`config.mk`:
```
export PLATFORM = sky130hd
export DESIGN_NAME = layer2_sequencer
export DESIGN_NICKNAME = d
export VERILOG_FILES = /design/src/rtl/layer2_pkg.sv /design/src/rtl/layer2_sequencer_argmax_tracker.sv /design/src/rtl/layer2_sequencer.sv
export SDC_FILE = /design/constraint.sdc
export NUM_CORES = 1
export LEC_CHECK = 0
export ABC_AREA = 1
export CAP_MARGIN = 20
export CORE_ASPECT_RATIO = 1.2
export CORE_UTILIZATION = 58
export DETAILED_ROUTE_END_ITERATION = 8
export DONT_BUFFER_PORTS = 1
export GPL_ROUTABILITY_DRIVEN = 0
export HOLD_SLACK_MARGIN = 0.1
export PLACE_DENSITY_LB_ADDON = 0.05
export SYNTH_ARGS = -nofsm -noshare
export SYNTH_HDL_FRONTEND = slang
export SYNTH_SLANG_ARGS = --single-unit
```
`constraint.sdc`:
```
create_clock -name clk -period 3.2 [get_ports clk]
set_input_delay 0.96 -clock clk [delete_from_list [all_inputs] [get_ports clk]]
set_output_delay 0.96 -clock clk [all_outputs]
set_load 0.01 [all_outputs]
```
`src/rtl/layer2_pkg.sv`:
```
// Shared definitions for the Layer-2 sequencer: ternary codes, sizes, FSM states.
package layer2_pkg;

    localparam int L2_NUM_IN  = 48;
    localparam int L2_NUM_OUT = 10;
    localparam int L2_WA_W    = 9;
    localparam int LOGIT_W    = 6;

    localparam logic [1:0] W_ZERO = 2'b00;
    localparam logic [1:0] W_POS  = 2'b01;
    localparam logic [1:0] W_NEG  = 2'b11;

    typedef enum logic [1:0] {
        S_IDLE    = 2'd0,
        S_START   = 2'd1,
        S_RELEASE = 2'd2,
        S_FINISH  = 2'd3
    } seq_state_e;

endpackage

```
`src/rtl/layer2_sequencer_argmax_tracker.sv`:
```
// Running argmax over the logits as they arrive; ties keep the lowest class index.
module argmax_tracker
    import layer2_pkg::*;
(
    input  logic                      clk,
    input  logic                      rst_n,
    input  logic                      clear,
    input  logic                      load,
    input  logic [3:0]                idx,
    input  logic signed [LOGIT_W-1:0] value,
    output logic [3:0]                class_idx,
    output logic signed [LOGIT_W-1:0] class_score
);

    logic [3:0]                class_idx_q,   class_idx_d;
    logic signed [LOGIT_W-1:0] class_score_q, class_score_d;

    // Class 0 seeds the search; later classes win only when strictly greater.
    always_comb begin
        class_idx_d   = class_idx_q;
        class_score_d = class_score_q;
        if (clear) begin
            class_idx_d   = '0;
            class_score_d = '0;
        end else if (load && ((idx == 4'd0) || (value > class_score_q))) begin
            class_idx_d   = idx;
            class_score_d = value;
        end
    end

    // Argmax state register.
    always_ff @(posedge clk or negedge rst_n) begin
        if (!rst_n) begin
            class_idx_q   <= '0;
            class_score_q <= '0;
        end else begin
            class_idx_q   <= class_idx_d;
            class_score_q <= class_score_d;
        end
    end

    assign class_idx   = class_idx_q;
    assign class_score = class_score_q;

endmodule

```
`src/rtl/layer2_sequencer.sv`:
```
// Steps one shared Layer-2 neuron through every output class, serving its operands
// combinationally from its own MAC index and collecting logits plus the argmax.
module layer2_sequencer
    import layer2_pkg::*;
#(
    parameter int NUM_IN  = L2_NUM_IN,
    parameter int NUM_OUT = L2_NUM_OUT,
    parameter int WA_W    = L2_WA_W
) (
    input  logic                         clk,
    input  logic                         rst_n,
    input  logic                         run,
    input  logic [NUM_IN-1:0]            act_bits,
    output logic [WA_W-1:0]              w_addr,
    input  logic [1:0]                   w_data,
    output logic [3:0]                   b_addr,
    input  logic [3:0]                   b_data,
    output logic                         neu_start,
    output logic [1:0]                   neu_input,
    output logic [1:0]                   neu_weight,
    output logic [3:0]                   neu_bias,
    input  logic                         neu_done,
    input  logic [LOGIT_W-1:0]           neu_result,
    input  logic [5:0]                   neu_mac_cnt,
    output logic                         busy,
    output logic                         valid,
    output logic [LOGIT_W*NUM_OUT-1:0]   logits,
    output logic [3:0]                   class_idx,
    output logic [LOGIT_W-1:0]           class_score
);

    localparam logic [WA_W-1:0] NUM_IN_W   = WA_W'(NUM_IN);
    localparam logic [5:0]      NUM_IN_C   = 6'(NUM_IN);
    localparam logic [3:0]      LAST_CLASS = 4'(NUM_OUT - 1);

    seq_state_e                  state_q, state_d;
    logic [NUM_IN-1:0]           act_q, act_d;
    logic [3:0]                  cls_q, cls_d;
    logic [LOGIT_W*NUM_OUT-1:0]  logits_q, logits_d;
    logic                        argmax_clear;
    logic                        argmax_load;
    logic                        active;

    // Next-state and control: run is only honoured from idle, so a busy run is never restarted.
    always_comb begin
        state_d      = state_q;
        act_d        = act_q;
        cls_d        = cls_q;
        logits_d     = logits_q;
        neu_start    = 1'b0;
        busy         = 1'b0;
        valid        = 1'b0;
        argmax_clear = 1'b0;
        argmax_load  = 1'b0;
        case (state_q)
            S_IDLE: begin
                if (run) begin
                    act_d        = act_bits;
                    cls_d        = '0;
                    logits_d     = '0;
                    argmax_clear = 1'b1;
                    state_d      = S_START;
                end
            end
            S_START: begin
                busy      = 1'b1;
                neu_start = 1'b1;
                if (neu_done) begin
                    logits_d[LOGIT_W*int'(cls_q) +: LOGIT_W] = neu_result;
                    argmax_load = 1'b1;
                    state_d     = S_RELEASE;
                end
            end
            S_RELEASE: begin
                busy = 1'b1;
                if (!neu_done) begin
                    if (cls_q == LAST_CLASS) begin
                        state_d = S_FINISH;
                    end else begin
                        cls_d   = cls_q + 4'd1;
                        state_d = S_START;
                    end
                end
            end
            S_FINISH: begin
                valid   = 1'b1;
                state_d = S_IDLE;
            end
            default: state_d = S_IDLE;
        endcase
    end

    // Sequencer state, latched activations, class counter and logit store.
    always_ff @(posedge clk or negedge rst_n) begin
        if (!rst_n) begin
            state_q  <= S_IDLE;
            act_q    <= '0;
            cls_q    <= '0;
            logits_q <= '0;
        end else begin
            state_q  <= state_d;
            act_q    <= act_d;
            cls_q    <= cls_d;
            logits_q <= logits_d;
        end
    end

    // Operand path follows the neuron's MAC index with zero latency; idle outputs stay at 0.
    always_comb begin
        active     = (state_q == S_START) || (state_q == S_RELEASE);
        w_addr     = '0;
        b_addr     = '0;
        neu_bias   = '0;
        neu_input  = W_ZERO;
        neu_weight = W_ZERO;
        if (active) begin
            w_addr   = WA_W'(cls_q) * NUM_IN_W + WA_W'(neu_mac_cnt);
            b_addr   = cls_q;
            neu_bias = b_data;
            if (neu_mac_cnt < NUM_IN_C) begin
                neu_input  = act_q[neu_mac_cnt] ? W_POS : W_NEG;
                neu_weight = w_data;
            end else begin
                neu_input  = W_POS;
                neu_weight = W_ZERO;
            end
        end
    end

    argmax_tracker u_argmax (
        .clk         (clk),
        .rst_n       (rst_n),
        .clear       (argmax_clear),
        .load        (argmax_load),
        .idx         (cls_q),
        .value       (neu_result),
        .class_idx   (class_idx),
        .class_score (class_score)
    );

    assign logits = logits_q;

endmodule

```
* After elaboration in Yosys (flattened, before gate mapping)
Index checks and enable logic that the tools add are counted.
W data, S select, Z words.
** Word-level totals
- Register bits :: 124
- Input port bits :: 70
- Output and inout port bits :: 94
- Logic and storage cells :: 71
** Operators by class
- $add $sub $neg :: 3
- Multipliers :: 2
- $lt $le $gt $ge :: 3
- Equal/unequal tests :: 8
- Shift-type cells :: 2
- Mux-type cells :: 34
- Reduce and logical (&&, ||, !) cells :: 13
** Operators with widths (count)
- $mux W60 :: 2
- $pmux W60 S2 :: 1
- $bwmux W60 :: 1
- $shift A6 B33 Y60 const A :: 1
- $shiftx A6 B33 Y60 :: 1
- $neg A7 Y33 :: 1
- $mux W4 :: 7
- $mux W2 :: 9
- $mux W6 :: 2
- $add A9 B6 Y9 :: 1
- $mux W9 :: 1
- $mux W1 :: 8
- $ne A2 B2 Y1 const B :: 4
- $pmux W2 S4 :: 1
- $pmux W4 S2 :: 1
- $lt A6 B7 Y1 const B :: 1
- $bmux W1 S6 :: 1
- $gt A6 B6 Y1 :: 1
- $lt A6 B6 Y1 const B :: 1
- $mul A2 B4 Y6 const A :: 1
- $reduce_and A3 Y1 :: 2
- $reduce_bool A2 Y1 :: 3
- $mul A4 B2 Y5 const B :: 1
- $add A4 B1 Y4 const B :: 1
- 10 further kinds :: 12

* Logic depth before layout (Yosys ltp)
Gate-level depths: netlist of run 1.
- Depth after elaboration :: 6
- Mapped depth :: 20
- Mapped depth without buffers :: 19

* Modules after synthesis
From an unflattened synthesis of run 1, not the netlist that was laid out.
** Unflattened totals
- Cells, all modules :: 1020
- Area, all modules :: 7355.8 um2
** By module, submodules not included
- layer2_sequencer :: times used 1, cells an instance 938, area each 6715.2 um2
- argmax_tracker :: times used 1, cells an instance 82, area each 640.6 um2

* Worst setup path after synthesis of run 1
Ideal clock, no wire load.
- Path kind :: register to register
- From :: reg cls_q[0]
- To :: reg logits_q[36], in the netlist logits[36]
- Library setup time :: 121 ps
- Arrival time :: 3055 ps
- Required time :: 3079 ps
- Slack :: 24 ps
- Stages on the path, launching flop included :: 21
- Period minus slack after synthesis :: 3176 ps
- Path through :: dfrtp_1 -> buf_4 -> clkinv_1 -> ha_1 -> buf_6 -> nor2_8 -> nand2_2 -> nor2_4 -> nand3_1 -> inv_1 -> ha_1 -> clkbuf_1 -> inv_1 -> nor2_8 -> nand2_2 -> inv_2 -> nand3_1 -> nand3_1 -> nand2_1 -> nand2_1 -> nand2_1
** On the way
- Longest elaborated chain between the ends :: 6
- Elaborated cells on any way between the ends :: 7
** RTL lines
- start, declared :: line layer2_sequencer.sv:38 : logic [3:0] cls_q, cls_d;
- start signal, assigned :: line layer2_sequencer.sv:103 : cls_q <= cls_d;
- $mul A2 B4 Y6 * :: line layer2_sequencer.sv:69 : logits_d[LOGIT_W*int'(cls_q) +: LOGIT_W] = neu_result;
- $neg A7 Y33 * :: line layer2_sequencer.sv:69
- $shiftx A6 B33 Y60 / $shift A6 B33 Y60 (equally long branches) :: line layer2_sequencer.sv:69
- $bwmux W60 * :: line layer2_sequencer.sv:69
- $mux W60 * :: line layer2_sequencer.sv:68 : if (neu_done) begin
- $pmux W60 S2 * :: line layer2_sequencer.sv:55 : case (state_q)
- end signal, assigned :: line layer2_sequencer.sv:104 : logits_q <= logits_d;
- end, declared :: line layer2_sequencer.sv:39 : logic [LOGIT_W*NUM_OUT-1:0] logits_q, logits_d;
Every way passes the cells marked *; elsewhere a longest branch is shown, timed or not. The select of a mux whose other input is x is not followed.
A chain may end at the register's enable or synchronous reset.

* Worst setup path after layout of run 1
- From :: reg cls_q[1]
- To :: out w_addr[8]
** On the way
- Longest elaborated chain between the ends :: 3
** RTL lines
- $mul A4 B2 Y5 :: line layer2_sequencer.sv:117 : w_addr = WA_W'(cls_q) * NUM_IN_W + WA_W'(neu_mac_cnt);
- $add A9 B6 Y9 :: line layer2_sequencer.sv:117
- $mux W9 :: line layer2_sequencer.sv:116 : if (active) begin
- end, declared :: line layer2_sequencer.sv:14 : output logic [WA_W-1:0] w_addr,
No other way between the ends.

==> results.cfg, run 1 <==
[status]
outcome = complete, but fails checks
violations = negative setup slack

[min_path]
holdCritPathClass = input pin to asynchronous set/reset pin

[cts]
tritoncts = yes
root_buffer = clkbuf_16
cts_buffer_depth = 2
clk_latency_ns = 0.42
cts_buffers = 17
cts_hold_buf = 0
clkTransAtPathRegs_ns = 0.06
cts-htree-levels = 4
cts.sinks = 124

[routing]
wl_mm = 21.0
dr.pass1.iters = 6
drc = 0
first_iter_violations = 544
drt-vias-per-instance = 6.10
ant_nets = 0
num_vias = 6755
wl_per_cell_um = 19.0

[critical_path]
worst_path_most_repeated_cell = inv_2
cp_top_family = adder cells
critPathCaptureType = primary output
r2r-end = logits[52]
worstPathArrival_ns = 2.26
crit_path_cell_trace = ha_2, inv_2, fa_2, inv_2, nand2_2, nand2_4, inv_2, nor3_4, o21ai_2, a21oi_2, buf_4
slowest_stage = dfrtp_1
r2r_slack_ns = 0.04
crit_fanout = 4
cp_data_required_time_ns = 2.24
reg2reg_from = cls_q[1]
start_kind = flip-flop
worst-setup-path-type = flip-flop to primary output
crit_buf_inv = 4
cp_slowest_stage_delay_ns = 0.41
r2r_cells = 16

[power]
clockPowerShare_pct = 21.0
p_leak_nw = 3.99
internal_power_mw = 4.45
combPwrFrac_pct = 51.9
sequentialPowerShare_pct = 27.1
ir_worst_vdd_mv = 0.534
p_sw_mw = 3.85
power_density_mw_per_mm2 = 981
sw_frac_of_total_pct = 46.4

[logic_synthesis]
synth_area_leaders = dfrtp_1 43%, nand2_1 9.8%, mux2_2 7.4%
yosysSeqAreaShare_pct = 42.5
synth_warnings = 0
yosysMostFrequentCell = nand2_1
synth_edf_count = 0
synth_top_area_share_pct = 42.5
synth_cells = 899
yosys.area.top_type = dfrtp_1
synth_nets = 992
synth_area_per_cell_um2 = 8.12
synthArstFlopShare_pct = 100
synth_area_mm2 = 0.00730
synthFlopType = dfrtp_1
synth_seq_cells = 124
ys_types = 42
synth_common_cells = 190 x nand2_1, 124 x dfrtp_1, 91 x inv_1, 89 x nand3_1, 79 x nor2_1

[layout]
area_growth_pct = 16.0
drive_above_1_share_pct = 22.9
nets = 1025
final_core_util_pct = 69.6

[floorplan]
start_util_pct = 60.0
io_pins = 164
die_h_um = 125
rows = 44
die_x_um = 104
coreArea_mm2 = 0.0122
die_area_mm2 = 0.0130

[timing]
post-route-period-util_pct = 101
period_minus_slack_ns = 3.22
final.setup.worst_slack_ns = -0.0182
relSlewSlack_pct = 42.7
max_freq_mhz = 311
hold_viol_final = 0
tightest_slew_ns = 0.851
setup_viol = 1
drv_slew = 0
skew_ns = 0.00964
setup_tns_ns = -0.0182
rsz0062_at_grt = yes

[global_route]
overflow = 0
grt_pass1_vias = 6531
antenna_found_initial = 1
grt_max_degree = 125
grt_pass1_wl_mm = 33.1
track_usage_pct = 32.1

[flow_run]
max-cap-violations = 0

[place]
dp_hpwl_mm = 14.9
port_buffers = 0
## worst max path at each step
stage,start,end,slack [ns],cells after the start
floorplan,cls_q[0],logits[36],0.02,20
global placement,neu_mac_cnt[1],neu_input[1],0.04,9
detailed placement,neu_mac_cnt[1],neu_input[1],-0.02,9
CTS,neu_mac_cnt[0],neu_input[1],0.01,9
global route,cls_q[1],w_addr[8],-0.09,11
finish,cls_q[1],w_addr[8],-0.02,11
## registers in the layout (all words and copies together), names as in the netlist
| name | count |
|---|---|
| logits | 60 |
| u_argmax.class_idx | 4 |
| act_q | 48 |
| u_argmax.class_score | 6 |
| state_q | 2 |
| cls_q | 4 |
## cell families after synthesis
| kind of cell | after synthesis | synth area share (%) |
|---|---|---|
| adders and majority gates | 23 | 4.15 |
| AOI/OAI and AO/OA | 156 | 12.2 |
| muxes | 48 | 7.40 |
| DFF | 124 | 42.5 |
| and+or+nand+nor | 412 | 26.4 |
| buffers and inverters | 136 | 7.40 |
## repair_timing
action                                  4_1_cts  5_1_grt
resized for setup                            15       51
cloned                                        0        1
pin swaps                                     2        8
buffers inserted                              9       15
endpoints found under the setup margin        4       57
## layout by cell type (no fill, tap or decap), types with 4 or more instances in the layout
cell        netlist  layout
o21ai_0          77      75
inv_1            91      80
o22ai_1          11      11
a21oi_2           2       4
nand2_1         190     182
dfrtp_1         124     123
nand2_2           5       9
nand2_4           4       7
a21oi_1          12       9
mux2_2           48      48
o211ai_1         12      12
inv_4             0       4
nand3_1          89      88
inv_2            10      16
clkbuf_16         0      17
buf_4             2      45
o221ai_1          5       5
clkinvlp_4        0       7
o21ai_1          24      24
nand4_1          15      15
clkinv_2          0       4
ha_1             21      18
nor2_2            3       9
nor2_1           79      70
nand3_2           4       4
nor2_4            8      11
o31ai_1           5       4
## per-stage QoR
step           hold slack [ns]  power (mW)  cell area [um2]  worst slack, ns  cells
6_report                 0.234        8.30             8470          -0.0182   1107
2_1_floorplan            0.474        5.05             7300           0.0238    899
3_5_place_dp             0.488        5.99             7520          -0.0220   1049
4_1_cts                  0.234        7.83             8160           0.0148   1090
3_3_place_gp             0.485        5.90             7520           0.0376   1049
5_1_grt                  0.222        8.79             8470          -0.0941   1107
## layer usage
layer  vias to the layer above  routed length, um  global-route usage (%)  share of wire [%]
met5                         -                  0                       0                  0
li1                       3078                  -                       -                  -
met4                         0                783                    13.9                3.7
met1                      3208               7760                    37.8                 37
met2                       392              10500                    54.3                 50
met3                        77               2000                    9.21                9.5
## final cells by class
cell class	count	area [um2]
well taps	161	201
clock buffers	19	443
fillers	989	3700
clock inverters	13	95.1
inverters	102	400
multi-input cells	639	3850
repair inverters	1	5.00
flip-flops and latches	124	3100
repair buffers	47	360
diodes	1	2.50
## power by group through the flow
stage | combinational (mW) | clock [mW] | sequential [mW]
detailed placement | 3.73 | 0 | 2.27
floorplan | 2.86 | 0 | 2.19
global route | 4.67 | 1.83 | 2.29
global placement | 3.65 | 0 | 2.26
finish | 4.31 | 1.75 | 2.25
CTS | 3.83 | 1.76 | 2.25
Power figures use the tool's default switching activity.
==> inputs of run 2 (changes only) <==
--- a/config.mk
+++ b/config.mk
@@ -14,6 +14,7 @@
 export GPL_ROUTABILITY_DRIVEN = 0
 export HOLD_SLACK_MARGIN = 0.1
 export PLACE_DENSITY_LB_ADDON = 0.05
+export REMOVE_ABC_BUFFERS = 1
 export SYNTH_ARGS = -nofsm -noshare
 export SYNTH_HDL_FRONTEND = slang
 export SYNTH_SLANG_ARGS = --single-unit
==> run 2 against run 1 <==
Compared with the run above: the run still ends with negative setup slack left; global-route usage grew 0.36 points; fmax shrank 0.81%; routed wire length is 1.7% lower; sequential cell count is the same; non-clock buffer count shrank 19; sequential power grew 2%; register-to-register slack improved by 0.09 ns; cell area decreased by 2.6%; setup slack worse by 0.026 ns; combinational power is 8.8% lower; critical path type unchanged.
==> results.cfg, run 2 (synthesis gave the netlist of run 1 again) <==
[cts]
clkTransAtPathRegs_ns = 0.06
tritoncts = yes
root_buffer = clkbuf_16
cts.sinks = 124
clk_latency_ns = 0.42
cts-htree-levels = 4
cts_hold_buf = 0
cts_buffer_depth = 2
cts_buffers = 17

[layout]
layout_commonest_cell = nand2_1
final_core_util_pct = 67.7
fin_area_mm2 = 0.00824
largest_register_ffs = 60
drive_above_1_share_pct = 18.9
final_cells = 1086
area_growth_pct = 12.9
n_antenna_cell = 0
layout.cells.most_common_list = 187 x nand2_1, 121 x dfrtp_1, 89 x nand3_1, 85 x inv_1, 79 x nor2_1
nets = 1005

[floorplan]
coreArea_mm2 = 0.0122
start_util_pct = 60.0
die_h_um = 125
die_x_um = 104
rows = 44
die_area_mm2 = 0.0130
io_pins = 164

[routing]
dr.pass1.iters = 6
drt-vias-per-instance = 6.01
met2WireLength_mm = 10.4
first_iter_violations = 550
drc = 0
maxUsedRoutingLayer = met4
wl_met1_mm = 7.51
wl_mm = 20.7
met3WireLength_mm = 1.83
num_vias = 6529
wl_per_cell_um = 19.0
ant_nets = 0

[critical_path]
critPathCaptureType = primary output
start_kind = flip-flop
cp_top_family = adder cells
worst-setup-path-type = flip-flop to primary output
crit_fanout = 6
worstPathArrival_ns = 2.28
cp_slowest_stage_delay_ns = 0.51
crit_buf_inv = 2
crit_path_cell_trace = ha_4, inv_1, fa_2, nor3_4, o21ai_2, a21oi_2, buf_4
cp_data_required_time_ns = 2.24
slowest_stage = fa_2

[place]
dpl.cell_count = 1050
dp_hpwl_mm = 15.0
placed_cell_area_mm2 = 0.00753
port_buffers = 0

[power]
sequentialPowerShare_pct = 28.1
clockPowerShare_pct = 24.0
sw_frac_of_total_pct = 45.6
power_density_mw_per_mm2 = 995
ir_worst_vdd_mv = 0.662
combPwrFrac_pct = 47.9
total_power_mw = 8.20
internal_power_mw = 4.46
p_sw_mw = 3.74
p_leak_nw = 3.89

[timing]
hold_ws_ns = 0.234
final.setup.worst_slack_ns = -0.0445
hold_viol_final = 0
period_minus_slack_ns = 3.24
relSlewSlack_pct = 51.2
max_freq_mhz = 308
post-route-period-util_pct = 101
skew_ns = 0.0105
drv_slew = 0
tightest_slew_ns = 0.724
rsz0062_at_grt = yes
setup_viol = 1

[global_route]
grt_max_degree = 125
grt_pass1_wl_mm = 33.2
antenna_found_initial = 0
track_usage_pct = 32.5
overflow = 0
grt_pass1_vias = 6705

[status]
violations = negative setup slack
outcome = complete, but fails checks

[flow_run]
max-cap-violations = 0

[min_path]
holdCritPathClass = input pin to asynchronous set/reset pin
run 2: what timing repair did:
action | in CTS | in global routing
pin swaps | 2 | 1
buffers inserted | 3 | 1
resized for setup | 13 | 17
setup endpoints to repair | 3 | 12
run 2: metrics by stage:
stage | setup slack, ns | TNS, ns
3_5_place_dp | 0.0739 | 0
6_report | -0.0445 | -0.0445
4_1_cts | 0.00191 | 0
5_1_grt | -0.0921 | -0.112
2_1_floorplan | -0.914 | -32.50
3_3_place_gp | 0.114 | 0
run 2: power groups by stage:
stage | registers (mW) | logic, mW | clock network, mW
6_report | 2.30 | 3.93 | 1.97
5_1_grt | 2.35 | 4.25 | 2.05
4_1_cts | 2.30 | 3.82 | 1.98
3_5_place_dp | 2.32 | 3.76 | 0
3_3_place_gp | 2.30 | 3.66 | 0
2_1_floorplan | 2.21 | 2.71 | 0
run 2: final timing paths:
| path | from | end | slack (ns) | cells after the start |
|---|---|---|---|---|
| max | cls_q[1] | w_addr[8] | -0.04 | 7 |
| min | rst_n | logits[0] | 0.23 | 0 |
| max reg2reg | cls_q[1] | logits[11] | 0.13 | 19 |
| min reg2reg | act_q[12] | act_q[12] | 0.50 | 1 |
| max in group asynchronous | rst_n | act_q[7] | 2.79 | 0 |
| min in group clk | act_q[12] | act_q[12] | 0.50 | 1 |
run 2: worst reg2reg max path, cell delays in order, from the launching register on:
cell and delay (ns):
dfrtp_2 0.43, ha_4 0.15, inv_1 0.05, fa_2 0.34, inv_2 0.08, nand2_2 0.08
nand2_4 0.09, buf_6 0.14, nor2_4 0.05, nand3_1 0.08, inv_1 0.05, ha_1 0.23
inv_1 0.10, nand2_1 0.09, nor2_4 0.17, nand3_1 0.21, nor2_1 0.30, nand2_1 0.14
nand3_1 0.11, o21ai_1 0.08
run 2: area by class of cell:
class,count,area [um2]
Multi-Input combinational cell,639,3720
Fill cell,1003,3930
Clock buffer,18,439
Tap cell,161,201
Inverter,102,392
Sequential cell,124,3110
Timing Repair Buffer,28,226
Clock inverter,14,160
run 2: metal layers:
metal,GRT usage [%],up-vias
li1,-,3040
met4,19.7,0
met1,36.0,3054
met2,55.0,353
met3,9.16,82
met5,0,-
